`src/rtl/ro_pkg.sv`:
```
`default_nettype none
// ============================================================================
//  Module      : ro_pkg
//  Description : Shared types and constants for the ring-oscillator entropy
//                sampler: FSM state encoding, output byte width and the
//                von Neumann pair codes that produce an output bit.
//  Revision    : 1.0 - initial release
// ============================================================================
package ro_pkg;

    // Sampler control states
    typedef enum logic [2:0] {
        IDLE   = 3'd0,
        WARMUP = 3'd1,
        SAMPLE = 3'd2,
        OUTPUT = 3'd3,
        FAULT  = 3'd4
    } ro_state_t;

    // Width of a delivered random byte
    localparam int BYTE_W = 8;

    // Von Neumann pair codes {first, second}: 01 -> bit 0, 10 -> bit 1.
    // 00 and 11 carry no information and are discarded.
    localparam logic [1:0] VN_PAIR_ZERO = 2'b01;
    localparam logic [1:0] VN_PAIR_ONE  = 2'b10;

endpackage
`default_nettype wire

```
`src/rtl/ro_sync.sv`:
```
`default_nettype none
// ============================================================================
//  Module      : ro_sync
//  Description : Multi-flop synchronizer bringing the asynchronous ring
//                oscillator output into the clk domain. Resets to 0.
//  Revision    : 1.0 - initial release
// ============================================================================
module ro_sync #(
    parameter int STAGES = 2
) (
    input  logic clk,
    input  logic rst_n,
    input  logic i_d,
    output logic o_q
);

    logic [STAGES-1:0] r_chain;

    // Shift the raw input through the flop chain; the last stage is safe to use
    always_ff @(posedge clk or negedge rst_n) begin
        if (!rst_n) begin
            r_chain <= '0;
        end else begin
            r_chain <= {r_chain[STAGES-2:0], i_d};
        end
    end

    assign o_q = r_chain[STAGES-1];

endmodule
`default_nettype wire

```
`src/rtl/ro_entropy_sampler.sv`:
```
`default_nettype none
// ============================================================================
//  Module      : ro_entropy_sampler
//  Description : Enables the ring oscillator, synchronizes its output,
//                samples it every SAMPLE_DIV clocks, debiases the stream with
//                von Neumann pairing and packs bits into bytes delivered on a
//                valid/ready handshake. Includes a stuck-oscillator detector
//                and a saturating rising-edge counter.
//                Build option RO_SAMPLER_RAW_EN: bypass the pairing so every
//                sample is shifted directly into the output byte.
//  Revision    : 1.0 - initial release
// ============================================================================
module ro_entropy_sampler
    import ro_pkg::*;
#(
    parameter int SYNC_STAGES   = 2,
    parameter int WARMUP_CYCLES = 16,
    parameter int SAMPLE_DIV    = 4,
    parameter int STUCK_LIMIT   = 64,
    parameter int EDGE_CNT_W    = 16
) (
    input  logic                  clk,
    input  logic                  rst_n,
    input  logic                  en,
    input  logic                  ro_in,
    output logic                  ro_en,
    output logic [BYTE_W-1:0]     rnd_data,
    output logic                  rnd_valid,
    input  logic                  rnd_ready,
    output logic                  stuck_err,
    output logic [EDGE_CNT_W-1:0] edge_cnt
);

    localparam int WU_W      = $clog2(WARMUP_CYCLES + 1);
    localparam int DIV_W     = $clog2(SAMPLE_DIV);
    localparam int ST_W      = $clog2(STUCK_LIMIT + 1);
    localparam int BIT_CNT_W = $clog2(BYTE_W + 1);

    localparam logic [WU_W-1:0]      WU_LOAD  = WU_W'(WARMUP_CYCLES - 1);
    localparam logic [DIV_W-1:0]     DIV_LAST = DIV_W'(SAMPLE_DIV - 1);
    localparam logic [ST_W-1:0]      ST_LAST  = ST_W'(STUCK_LIMIT - 1);
    localparam logic [BIT_CNT_W-1:0] BIT_LAST = BIT_CNT_W'(BYTE_W - 1);

    logic                  w_s;
    logic                  r_s_d;
    ro_state_t             r_state;
    ro_state_t             w_state_nxt;
    logic [WU_W-1:0]       r_warm;
    logic [DIV_W-1:0]      r_div;
    logic [BIT_CNT_W-1:0]  r_bit_cnt;
    logic [BYTE_W-1:0]     r_data;
    logic [ST_W-1:0]       r_stuck;
    logic [EDGE_CNT_W-1:0] r_edge;
    logic                  w_take_sample;
    logic                  w_emit;
    logic                  w_bit;
    logic                  w_byte_done;
    logic                  w_checking;
    logic                  w_stuck_hit;

    ro_sync #(
        .STAGES (SYNC_STAGES)
    ) u_sync (
        .clk   (clk),
        .rst_n (rst_n),
        .i_d   (ro_in),
        .o_q   (w_s)
    );

    assign w_take_sample = (r_state == SAMPLE) && (r_div == DIV_LAST);

`ifdef RO_SAMPLER_RAW_EN
    assign w_emit = w_take_sample;
    assign w_bit  = w_s;
`else
    logic       r_pair_flag;
    logic       r_first;
    logic [1:0] w_pair;

    assign w_pair = {r_first, w_s};
    assign w_emit = w_take_sample && r_pair_flag &&
                    ((w_pair == VN_PAIR_ZERO) || (w_pair == VN_PAIR_ONE));
    assign w_bit  = (w_pair == VN_PAIR_ONE);

    // Hold the first sample of each pair; any exit from SAMPLE drops a half pair
    always_ff @(posedge clk or negedge rst_n) begin
        if (!rst_n) begin
            r_pair_flag <= 1'b0;
            r_first     <= 1'b0;
        end else if (r_state != SAMPLE) begin
            r_pair_flag <= 1'b0;
            r_first     <= 1'b0;
        end else if (w_take_sample) begin
            r_pair_flag <= ~r_pair_flag;
            if (!r_pair_flag) begin
                r_first <= w_s;
            end
        end
    end
`endif

    assign w_byte_done = w_emit && (r_bit_cnt == BIT_LAST);
    assign w_checking  = (r_state == SAMPLE) || (r_state == OUTPUT);
    assign w_stuck_hit = w_checking && (w_s == r_s_d) && (r_stuck == ST_LAST);

    // Previous synced value, used for transition and rising-edge detection
    always_ff @(posedge clk or negedge rst_n) begin
        if (!rst_n) begin
            r_s_d <= 1'b0;
        end else begin
            r_s_d <= w_s;
        end
    end

    // State register
    always_ff @(posedge clk or negedge rst_n) begin
        if (!rst_n) begin
            r_state <= IDLE;
        end else begin
            r_state <= w_state_nxt;
        end
    end

    // Next-state and state-decoded outputs; a stuck fault beats byte/handshake
    always_comb begin
        w_state_nxt = r_state;
        ro_en       = 1'b0;
        rnd_valid   = 1'b0;
        stuck_err   = 1'b0;
        case (r_state)
            IDLE: begin
                if (en) begin
                    w_state_nxt = WARMUP;
                end
            end
            WARMUP: begin
                ro_en = 1'b1;
                if (!en) begin
                    w_state_nxt = IDLE;
                end else if (r_warm == '0) begin
                    w_state_nxt = SAMPLE;
                end
            end
            SAMPLE: begin
                ro_en = 1'b1;
                if (!en) begin
                    w_state_nxt = IDLE;
                end else if (w_stuck_hit) begin
                    w_state_nxt = FAULT;
                end else if (w_byte_done) begin
                    w_state_nxt = OUTPUT;
                end
            end
            OUTPUT: begin
                ro_en     = 1'b1;
                rnd_valid = 1'b1;
                if (!en) begin
                    w_state_nxt = IDLE;
                end else if (w_stuck_hit) begin
                    w_state_nxt = FAULT;
                end else if (rnd_ready) begin
                    w_state_nxt = SAMPLE;
                end
            end
            FAULT: begin
                stuck_err = 1'b1;
                if (!en) begin
                    w_state_nxt = IDLE;
                end
            end
            default: begin
                w_state_nxt = IDLE;
            end
        endcase
    end

    // Warm-up countdown: loaded on enable, runs WARMUP_CYCLES cycles in WARMUP
    always_ff @(posedge clk or negedge rst_n) begin
        if (!rst_n) begin
            r_warm <= '0;
        end else if ((r_state == IDLE) && en) begin
            r_warm <= WU_LOAD;
        end else if ((r_state == WARMUP) && (r_warm != '0)) begin
            r_warm <= r_warm - 1'b1;
        end else if (r_state != WARMUP) begin
            r_warm <= '0;
        end
    end

    // Sample divider, bit count and output shift register; idle outside SAMPLE
    always_ff @(posedge clk or negedge rst_n) begin
        if (!rst_n) begin
            r_div     <= '0;
            r_bit_cnt <= '0;
            r_data    <= '0;
        end else if (r_state == SAMPLE) begin
            r_div <= w_take_sample ? '0 : r_div + 1'b1;
            if (w_emit) begin
                r_data    <= {r_data[BYTE_W-2:0], w_bit};
                r_bit_cnt <= r_bit_cnt + 1'b1;
            end
        end else begin
            r_div     <= '0;
            r_bit_cnt <= '0;
        end
    end

    // Consecutive no-transition counter, live only while the oscillator is used
    always_ff @(posedge clk or negedge rst_n) begin
        if (!rst_n) begin
            r_stuck <= '0;
        end else if (!w_checking || (w_s != r_s_d)) begin
            r_stuck <= '0;
        end else if (r_stuck != ST_W'(STUCK_LIMIT)) begin
            r_stuck <= r_stuck + 1'b1;
        end
    end

    // Saturating synced rising-edge counter, restarted on each enable
    always_ff @(posedge clk or negedge rst_n) begin
        if (!rst_n) begin
            r_edge <= '0;
        end else if ((r_state == IDLE) && en) begin
            r_edge <= '0;
        end else if ((r_state == SAMPLE) && w_s && !r_s_d &&
                     (r_edge != {EDGE_CNT_W{1'b1}})) begin
            r_edge <= r_edge + 1'b1;
        end
    end

    assign rnd_data = r_data;
    assign edge_cnt = r_edge;

endmodule
`default_nettype wire

```
`config.mk`:
```
export PLATFORM = sky130hd
export DESIGN_NAME = ro_entropy_sampler
export DESIGN_NICKNAME = d
export VERILOG_FILES = /design/src/rtl/ro_pkg.sv /design/src/rtl/ro_sync.sv /design/src/rtl/ro_entropy_sampler.sv
export SDC_FILE = /design/constraint.sdc
export NUM_CORES = 1
export LEC_CHECK = 0
export BUFFER_PORTS_ARGS = -buffer_cell sky130_fd_sc_hd__clkbuf_2
export CAP_MARGIN = 20
export CORE_MARGIN = 2
export CORE_UTILIZATION = 60
export CTS_CLUSTER_SIZE = 40
export DETAILED_ROUTE_END_ITERATION = 8
export PLACE_DENSITY = 0.86
export SLEW_MARGIN = 20
export SYNTH_ARGS = -nofsm -noshare
export SYNTH_HDL_FRONTEND = slang
export SYNTH_SLANG_ARGS = --single-unit
```
`constraint.sdc`:
```
create_clock -name clk -period 3.8 [get_ports clk]
set_clock_uncertainty 0.2 [all_clocks]
set_input_delay 0.38 -clock clk [delete_from_list [all_inputs] [get_ports clk]]
set_output_delay 0.38 -clock clk [all_outputs]
set_load 0.03 [all_outputs]
```
==> reports/metrics.yaml, run 1 <==
clk_latency_ps: 310
synthCells: 255
synth-seq-cells: 50
ir_worst_vdd_mv: 0.2825
die_h_um: 70.13
synth_common_cells: "dfrtp_1, nor2_1, nand2_1"
fmax_mhz: 451.6
final_nets: 303
overflow: 0
synth_most_common_cell: "dfrtp_1"
synth_area_um2: 2624
slew_violations: 0
grt_pass1_vias: 1982
die-width_um: 70.13
vias: 2039
met3_usage_pct: 3.030
power.total_mw: 1.287
power_density_nw_per_um2: 438.7
r2r_start: "r_state[2]$_DFFE_PN0P_"
grt_start_max_net_pins: 51
cts_tree: "built"
yosys.cell_types.count: 49
async_reset_ff_share_pct: 100.0
die-area_um2: 4918
yosysSeqAreaShare_pct: 47.69
hold_viol_final: 0
dr.pass1.iters: 4
grt_use_met1_pct: 27.64
wl_per_cell_um: 14.20
avgSynthCellArea_um2: 10.29
total_leakage_power_nw: 1.363
cp-start-kind: "flip-flop"
setup_viol: 0
hold_path.class: "reg2reg"
reg2reg_to: "rnd_data[3]$_DFFE_PN0P_"
yosysTopAreaCell: "dfrtp_1"
period_minus_slack_ps: 2215
rsz0062_at_grt: "no"
placement.cell_area_um2: 2828
cts_root_buffer: "clkbuf_8"
holdPathEnd: "u_sync.r_chain[1]$_DFF_PN0_"
cts_max_level: 2
tightest_slew_ps: 614.7
fillCellCount: 344
portBuffers: 31
synth_top_area_share_pct: 47.69
clkTransAtPathRegs_ps: 90
drt_iter0_markers: 167
grt.busiest_layer: "met2"
vias_per_cell: 5.945
yosys-top-cells-area: "dfrtp_1, ha_1, mux2_2, mux2i_1, nor2_1"
synth-edff-count: 0
crit_path_max_fanout: 13
cts_sinks: 50
fin_area_um2: 2934
tns_ps: 0
min_from: "u_sync.r_chain[0]$_DFF_PN0_"
ys.flop_type: "dfrtp_1"
area_delta_synth_final_pct: 11.83
start_util_pct: 61.10
grtUsageMet2_pct: 38.41
routed_wirelength_um: 4872
rows: 24
grt_pass1_wl_um: 8673
min_path_cells: 0
drv_cap: 0
max_slew_margin_pct: 59.02
grt.total_usage_pct: 22.21
syn-num-nets: 268
status: "finished, final reports clean"
postCtsSetupRepairBufs: 0
cts_buffers: 5
clockBufferDepth: 2
synth_warnings: 0
crit_required_ps: 3800
diodes: 0
crit_type: "reg2reg"
io_pins: 32
drc: 0
gp_congestion: 0.8867
drive_above_1_share_pct: 20.96
core_area_um2: 4294
cp.arrival_ps: 2210
r2r_slack_ps: 1590
reg2regPathDepth: 3
period_share_pct: 58.28
end_kind: "flip-flop"
ant_nets: 0
antenna_found_initial: 0
dpl.hpwl_um: 3447
## how the worst max path moves through the flow
| stage | start | to | slack [ps] | cells after the start |
|---|---|---|---|---|
| global route | r_state[2]$_DFFE_PN0P_ | rnd_data[4]$_DFFE_PN0P_ | 1450 | 3 |
| global placement | r_state[2]$_DFFE_PN0P_ | rnd_data[1]$_DFFE_PN0P_ | 1630 | 3 |
| detailed placement | r_state[2]$_DFFE_PN0P_ | rnd_data[3]$_DFFE_PN0P_ | 1600 | 3 |
| CTS | r_state[2]$_DFFE_PN0P_ | rnd_data[3]$_DFFE_PN0P_ | 1580 | 3 |
| floorplan | edge_cnt[0]$_DFFE_PN0P_ | edge_cnt[2]$_DFFE_PN0P_ | 1710 | 5 |
| finish | r_state[2]$_DFFE_PN0P_ | rnd_data[3]$_DFFE_PN0P_ | 1590 | 3 |
## what timing repair did
action | in CTS | in global routing
hold buffers | 2 | 0
endpoints found under the hold margin | 51 | 0
gates resized for setup | 0 | 0
## worst max-delay path, stage by stage, from the launching register on
cell     delay, ps
dfrtp_1        520
or3b_1         610
nor2_2         390
mux2_2         380
## area by class of cell
type                    instances  area [µm²]  area share [%]
clock buffers                   6       72.57           2.473
clock inverters                 2       13.76          0.4691
inverters                       9       33.78           1.151
multi-input cells             189        1308           44.56
flip-flops and latches         50        1251           42.64
well taps                      52       65.06           2.217
repair buffers                 35       190.2           6.482
## power breakdown
part           switching, mW  total, mW  internal [mW]
clock network          0.176      0.306          0.130
registers             0.0629      0.642          0.579
logic                  0.202      0.339          0.137
total                  0.441       1.29          0.846
## per-stage QoR
step	hold slack [ps]	utilization, %	cells	setup slack [ps]
floorplan	-115.6	-	255	1706
global placement	133.1	65.85	333	1627
detailed placement	142.6	65.85	333	1599
CTS	163.9	68.33	343	1581
global route	183.4	68.33	343	1452
finish	158.7	68.33	343	1585
## per-layer routing
| layer | up-vias | wire, µm |
|---|---|---|
| met3 | 7 | 156 |
| met1 | 985 | 2179 |
| li1 | 1006 | - |
| met4 | 0 | 97 |
| met2 | 41 | 2438 |
| met5 | - | 0 |
## state kept, by name, indices dropped and copies added (netlist names)
signal	count
edge_cnt	16
r_bit_cnt	4
r_div	2
r_first	1
r_pair_flag	1
r_s_d	1
r_state	3
r_stuck	7
r_warm	5
rnd_data	8
u_sync.r_chain	2
## cell usage in the layout, fill, tap and decap left out, types with 5 or more instances in the layout
| master | synthesis | routed |
|---|---|---|
| nand2b_1 | 5 | 5 |
| dfrtp_1 | 50 | 50 |
| o21ai_0 | 9 | 9 |
| inv_1 | 9 | 9 |
| xor2_1 | 6 | 6 |
| mux2i_1 | 8 | 8 |
| nand3_1 | 9 | 9 |
| mux2_2 | 8 | 8 |
| xnor2_1 | 6 | 6 |
| nor3_1 | 7 | 7 |
| a21oi_1 | 14 | 14 |
| nor2_1 | 20 | 20 |
| or2_2 | 5 | 5 |
| nor4_1 | 5 | 5 |
| clkbuf_8 | 0 | 5 |
| nand4_1 | 6 | 6 |
| nand2_1 | 19 | 19 |
| clkbuf_2 | 0 | 31 |
| ha_1 | 8 | 8 |
## kinds of logic (layout without fill, tap and decap cells)
group / count (synthesis) / after routing / share of synthesized area, %
xor+xnor: 12 / 12 / 4.006
fa+ha+maj: 8 / 8 / 3.815
simple gates: 109 / 109 / 24.61
flops: 50 / 50 / 47.69
buf+inv: 16 / 52 / 2.480
compound gates: 44 / 44 / 10.92
mux: 16 / 16 / 6.486
(Power assumes the default switching activity.)
==> run 2: changes to the inputs <==
--- a/config.mk
+++ b/config.mk
@@ -8,10 +8,10 @@
 export BUFFER_PORTS_ARGS = -buffer_cell sky130_fd_sc_hd__clkbuf_2
 export CAP_MARGIN = 20
 export CORE_MARGIN = 2
-export CORE_UTILIZATION = 60
+export CORE_UTILIZATION = 58
 export CTS_CLUSTER_SIZE = 40
 export DETAILED_ROUTE_END_ITERATION = 8
-export PLACE_DENSITY = 0.86
+export PLACE_DENSITY = 0.84
 export SLEW_MARGIN = 20
 export SYNTH_ARGS = -nofsm -noshare
 export SYNTH_HDL_FRONTEND = slang
==> constraint.sdc (replaced) <==
create_clock -name clk -period 2.3 [get_ports clk]
set_clock_uncertainty 0.2 [all_clocks]
set_input_delay 0.23 -clock clk [delete_from_list [all_inputs] [get_ports clk]]
set_output_delay 0.23 -clock clk [all_outputs]
set_load 0.03 [all_outputs]
==> reports/metrics.yaml, run 2 (synthesis gave the netlist of run 1 again) <==
die-area_um2: 5078  # was 4918 µm²
dr.pass1.iters: 4  # unchanged
fillCellCount: 350  # was 344
drc: 0  # unchanged
drv_cap: 0  # unchanged
grt_pass1_vias: 2027  # was 1982
setup_viol: 0  # unchanged
cp.arrival_ps: 2130  # was 2210 ps
clkTransAtPathRegs_ps: 90  # about the same
clockPowerShare_pct: 25.0  # was 23.8%
final_nets: 311  # was 303
setup_ws_ps: 206.4  # was 1585 ps
cts_buffers: 5  # unchanged
antenna_found_initial: 0  # unchanged
fmax_mhz: 477.6  # was 451.6 MHz
die-width_um: 71.26  # was 70.13 µm
max_slew_margin_pct: 56.41  # was 59.02%
portBuffers: 31  # unchanged
hold_viol_final: 0  # unchanged
p_int_mw: 1.455  # was 0.8460 mW
drt_iter0_markers: 164  # was 167
routed_wirelength_um: 5290  # was 4872 µm
ir_worst_vdd_mv: 0.6582  # was 0.2825 mV
vias: 2124  # was 2039
clockBufferDepth: 2  # unchanged
status: "finished, final reports clean"  # unchanged
dpl.hpwl_um: 3767  # was 3447 µm
largest_reg_flops: 16  # unchanged
rsz0062_at_grt: "no"  # unchanged
cts_tree: "built"  # unchanged
layout_commonest_cell: "dfrtp_1"  # unchanged
tightest_slew_ps: 644.8  # was 614.7 ps
core_area_um2: 4354  # was 4294 µm²
cp-start-kind: "flip-flop"  # unchanged
grt.total_usage_pct: 22.77  # was 22.21%
p_sw_mw: 0.7602  # was 0.4412 mW
grt_pass1_wl_um: 9183  # was 8673 µm
end_kind: "flip-flop"  # unchanged
seq_area_um2: 1251  # unchanged
vias_per_cell: 6.051  # was 5.945
cts_root_buffer: "clkbuf_8"  # unchanged
cts_hold_buf: 2  # unchanged
total_leakage_power_nw: 1.408  # was 1.363 nW
hold_slack_ps: 24.22  # was 158.7 ps
clk_latency_ps: 310  # about the same
crit_required_ps: 2340  # was 3800 ps
hold_path.class: "in2reg"  # was reg2reg
start_util_pct: 60.26  # was 61.10%
gp_congestion: 0.9028  # was 0.8867
cts_max_level: 2  # unchanged
io_pins: 32  # unchanged
swShare_pct: 34.31  # was 34.28%
power_density_nw_per_um2: 736.6  # was 438.7 nW/µm²
grt_start_max_net_pins: 51  # unchanged
wl_per_cell_um: 15.07  # was 14.20 µm
fin_util_pct: 69.08  # was 68.33%
drive_above_1_share_pct: 23.41  # was 20.96%
comb_power_share_pct: 27.8  # was 26.4%
tns_ps: 0  # unchanged
slew_violations: 0  # unchanged
ant_nets: 0  # unchanged
place_ws_ps: 241.8  # was 1599 ps
overflow: 0  # unchanged
crit_type: "reg2reg"  # unchanged
r2r_slack_ps: 210  # was 1590 ps
diodes: 0  # unchanged
cts_sinks: 50  # unchanged
multi_input_area_um2: 1308  # unchanged
cts.repair.resized: 0  # unchanged
period_minus_slack_ps: 2094  # was 2215 ps
die_h_um: 71.26  # was 70.13 µm
area_delta_synth_final_pct: 14.64  # was 11.83%
period_share_pct: 91.03  # was 58.28%
layout_common_cells: "dfrtp_1, clkbuf_2, nor2_1"  # unchanged
rows: 24  # unchanged
postCtsSetupRepairBufs: 0  # unchanged
seqPwrFrac_pct: 47.2  # was 49.8%
crit_path_max_fanout: 10  # was 13
## run 2: cell count changes in the layout (fill, tap and decap cells not counted), sizes merged
| cell | change |
|---|---|
| buf | +8 |
## run 2: per-layer routing
layer / global-route usage [%] / vias to the layer above / routed length, µm
met5: 0 / - / 0
met4: 9.644 / 0 / 128
met3: 4.219 / 14 / 262
met2: 36.93 / 60 / 2509
met1: 30.19 / 1024 / 2390
li1: - / 1026 / -
## run 2: worst paths after layout
kind	from	to	cells after the start
min in group asynchronous	rst_n	rnd_data[3]$_DFFE_PN0P_	3
min reg2reg	u_sync.r_chain[0]$_DFF_PN0_	u_sync.r_chain[1]$_DFF_PN0_	0
min	en	r_state[2]$_DFFE_PN0P_	2
max in group asynchronous	rst_n	r_state[0]$_DFFE_PN0P_	3
max	r_state[2]$_DFFE_PN0P_	edge_cnt[7]$_DFFE_PN0P_	5
max reg2reg	r_state[2]$_DFFE_PN0P_	edge_cnt[7]$_DFFE_PN0P_	5
## run 2: metrics by stage
| step | cell area [µm²] | instances | power, mW |
|---|---|---|---|
| global route | 3008 | 351 | 2.342 |
| global placement | 2888 | 341 | 1.646 |
| floorplan | 2624 | 255 | 1.503 |
| CTS | 3008 | 351 | 2.229 |
| detailed placement | 2888 | 341 | 1.673 |
| finish | 3008 | 351 | 2.216 |
## run 2: cell type report
cell class              instances  share of cell area (%)
multi-input cells             189                   43.47
flip-flops and latches         50                   41.60
repair buffers                 43                   8.319
clock buffers                   6                   2.745
well taps                      52                   2.163
inverters                       9                   1.123
clock inverters                 2                  0.5824
## run 2: power by group through the flow
stage	clock, mW	sequential, mW	combinational [mW]
floorplan	0	1.05	0.456
global placement	0	1.06	0.590
detailed placement	0	1.06	0.613
CTS	0.565	1.04	0.620
global route	0.590	1.06	0.696
finish	0.553	1.05	0.617
## run 2: critical path: stages, from the launching register on
cell	delay, ps
dfrtp_1	470
buf_4	190
nor3b_4	250
nand4_2	220
or4_1	520
a21oi_1	160
==> run 3: changes to the inputs <==
--- a/config.mk
+++ b/config.mk
@@ -12,6 +12,7 @@
 export CTS_CLUSTER_SIZE = 40
 export DETAILED_ROUTE_END_ITERATION = 8
 export PLACE_DENSITY = 0.84
+export REMOVE_ABC_BUFFERS = 1
 export SLEW_MARGIN = 20
 export SYNTH_ARGS = -nofsm -noshare
 export SYNTH_HDL_FRONTEND = slang
==> reports/metrics.yaml, run 3 (synthesis gave the netlist of run 1 again) <==
seqPwrFrac_pct: 43.1  # was 47.2%
cts_sinks: 50  # unchanged
cts_tree: "built"  # unchanged
cp-endpoint: "rnd_data[2]$_DFFE_PN0P_"  # was edge_cnt[7]$_DFFE_PN0P_
reg2regPathDepth: 5  # unchanged
hold_viol_final: 0  # unchanged
crit_type: "reg2reg"  # unchanged
cts_buffers: 5  # unchanged
max_slew_margin_pct: 58.04  # was 56.41%
rows: 24  # unchanged
die-area_um2: 5078  # unchanged
wl_per_cell_um: 14.76  # was 15.07 µm
p_int_mw: 1.676  # was 1.455 mW
overflow: 0  # unchanged
ant_nets: 0  # unchanged
dr.pass1.iters: 4  # unchanged
area_delta_synth_final_pct: 15.98  # was 14.64%
placement.cell_area_um2: 2880  # was 2888 µm²
cts.repair.resized: 0  # unchanged
diodes: 0  # unchanged
swShare_pct: 30.57  # was 34.31%
cts_root_buffer: "clkbuf_8"  # unchanged
routed_wirelength_um: 5166  # was 5290 µm
tightest_slew_ps: 620.7  # was 644.8 ps
grt_start_max_net_pins: 51  # unchanged
cp-start-kind: "flip-flop"  # unchanged
grt_pass1_vias: 1943  # was 2027
drive_above_1_share_pct: 23.15  # was 23.41%
gp_congestion: 0.8169  # was 0.9028
portBuffers: 31  # unchanged
period_share_pct: 90.16  # was 91.03%
postCtsSetupRepairBufs: 0  # unchanged
hold_path.class: "in2reg"  # unchanged
reg2reg_to: "rnd_data[2]$_DFFE_PN0P_"  # was edge_cnt[7]$_DFFE_PN0P_
power.total_mw: 2.413  # was 2.216 mW
layout_commonest_cell: "dfrtp_1"  # unchanged
comb_power_share_pct: 25.7  # was 27.8%
fmax_mhz: 482.2  # was 477.6 MHz
vias_per_cell: 6.014  # was 6.051
vias: 2105  # was 2124
grt_pass1_wl_um: 8707  # was 9183 µm
period_minus_slack_ps: 2074  # was 2094 ps
die-width_um: 71.26  # unchanged
dpl.hpwl_um: 3675  # was 3767 µm
largest_reg_flops: 16  # unchanged
p_sw_mw: 0.7378  # was 0.7602 mW
total_leakage_power_nw: 1.424  # was 1.408 nW
cp.arrival_ps: 2060  # was 2130 ps
core_area_um2: 4354  # unchanged
status: "finished, final reports clean"  # unchanged
rsz0062_at_grt: "no"  # unchanged
clockBufferDepth: 2  # unchanged
r2r_slack_ps: 230  # was 210 ps
slew_violations: 0  # unchanged
crit_path_max_fanout: 8  # was 10
drv_cap: 0  # unchanged
fin_area_um2: 3043  # was 3008 µm²
io_pins: 32  # unchanged
clkTransAtPathRegs_ps: 90  # about the same
startpoint: "u_sync.r_chain[1]$_DFF_PN0_"  # was r_state[2]$_DFFE_PN0P_
layout_common_cells: "dfrtp_1, clkbuf_2, nor2_1"  # unchanged
clockPowerShare_pct: 31.2  # was 25.0%
ir_worst_vdd_mv: 0.5742  # was 0.6582 mV
antenna_found_initial: 0  # unchanged
cts_hold_buf: 2  # unchanged
clk_latency_ps: 300  # was 310 ps
drt_iter0_markers: 146  # was 164
power_density_nw_per_um2: 793.1  # was 736.6 nW/µm²
r2r_start: "u_sync.r_chain[1]$_DFF_PN0_"  # was r_state[2]$_DFFE_PN0P_
cts_max_level: 2  # unchanged
drc: 0  # unchanged
tns_ps: 0  # unchanged
die_h_um: 71.26  # unchanged
start_util_pct: 60.26  # unchanged
grt.total_usage_pct: 21.39  # was 22.77%
crit_required_ps: 2290  # was 2340 ps
setup_viol: 0  # unchanged
end_kind: "flip-flop"  # unchanged
final_nets: 310  # was 311
## run 3: cell types whose count changed in the layout (fill, tap and decap cells not counted), sizes merged
cell    delta
bufinv     +2
clkinv     -2
buf        -1
## run 3: stage by stage
step | instances | utilization, % | setup slack (ps) | hold WS, ps
final | 350 | 69.89 | 226.3 | 46.28
after global routing | 350 | 69.89 | 90.61 | 61.16
after CTS | 350 | 69.89 | 204.3 | 48.73
after detailed placement | 340 | 66.15 | 220.4 | 143.4
after global placement | 340 | 66.15 | 138.0 | 139.1
after floorplan | 248 | - | 205.7 | -265.6
## run 3: power by group through the flow
stage	sequential, mW	combinational [mW]	clock, mW
after floorplan	1.07	0.406	0
after global placement	1.05	0.605	0
after detailed placement	1.05	0.615	0
after CTS	1.04	0.624	0.764
after global routing	1.05	0.700	0.800
final	1.04	0.620	0.754
## run 3: critical path, cell delays in order, from the launching register on
cell and delay [ps]:
dfrtp_1 440, inv_1 60, ha_1 270, nand3b_1 230, nor2_2 370, mux2_2 390
## run 3: worst min path at each step
| stage | start | endpoint | slack [ps] | cells past startpoint |
|---|---|---|---|---|
| global placement | ro_in | u_sync.r_chain[0]$_DFF_PN0_ | 140 | 1 |
| detailed placement | ro_in | u_sync.r_chain[0]$_DFF_PN0_ | 140 | 1 |
| CTS | en | r_state[2]$_DFFE_PN0P_ | 50 | 2 |
| global route | en | r_state[2]$_DFFE_PN0P_ | 60 | 2 |
| finish | en | r_state[2]$_DFFE_PN0P_ | 50 | 2 |
| floorplan | rst_n | edge_cnt[0]$_DFFE_PN0P_ | -270 | 0 |
## run 3: cell type report
type,instances,area [µm²]
clock inverters,2,60.06
repair buffers,42,242.7
clock buffers,6,82.58
flip-flops and latches,50,1251
well taps,52,65.06
inverters,9,33.78
fillers,325,1311
multi-input cells,189,1308
## run 3: layer usage
layer	vias to the layer above	wire, µm	part of all wire [%]	global-route usage [%]
met2	66	2534	49	36.11
met4	0	44	0.85	5.241
met3	6	286	5.5	4.079
met1	1014	2301	45	28.72
li1	1019	-	-	-
met5	-	0	0	0
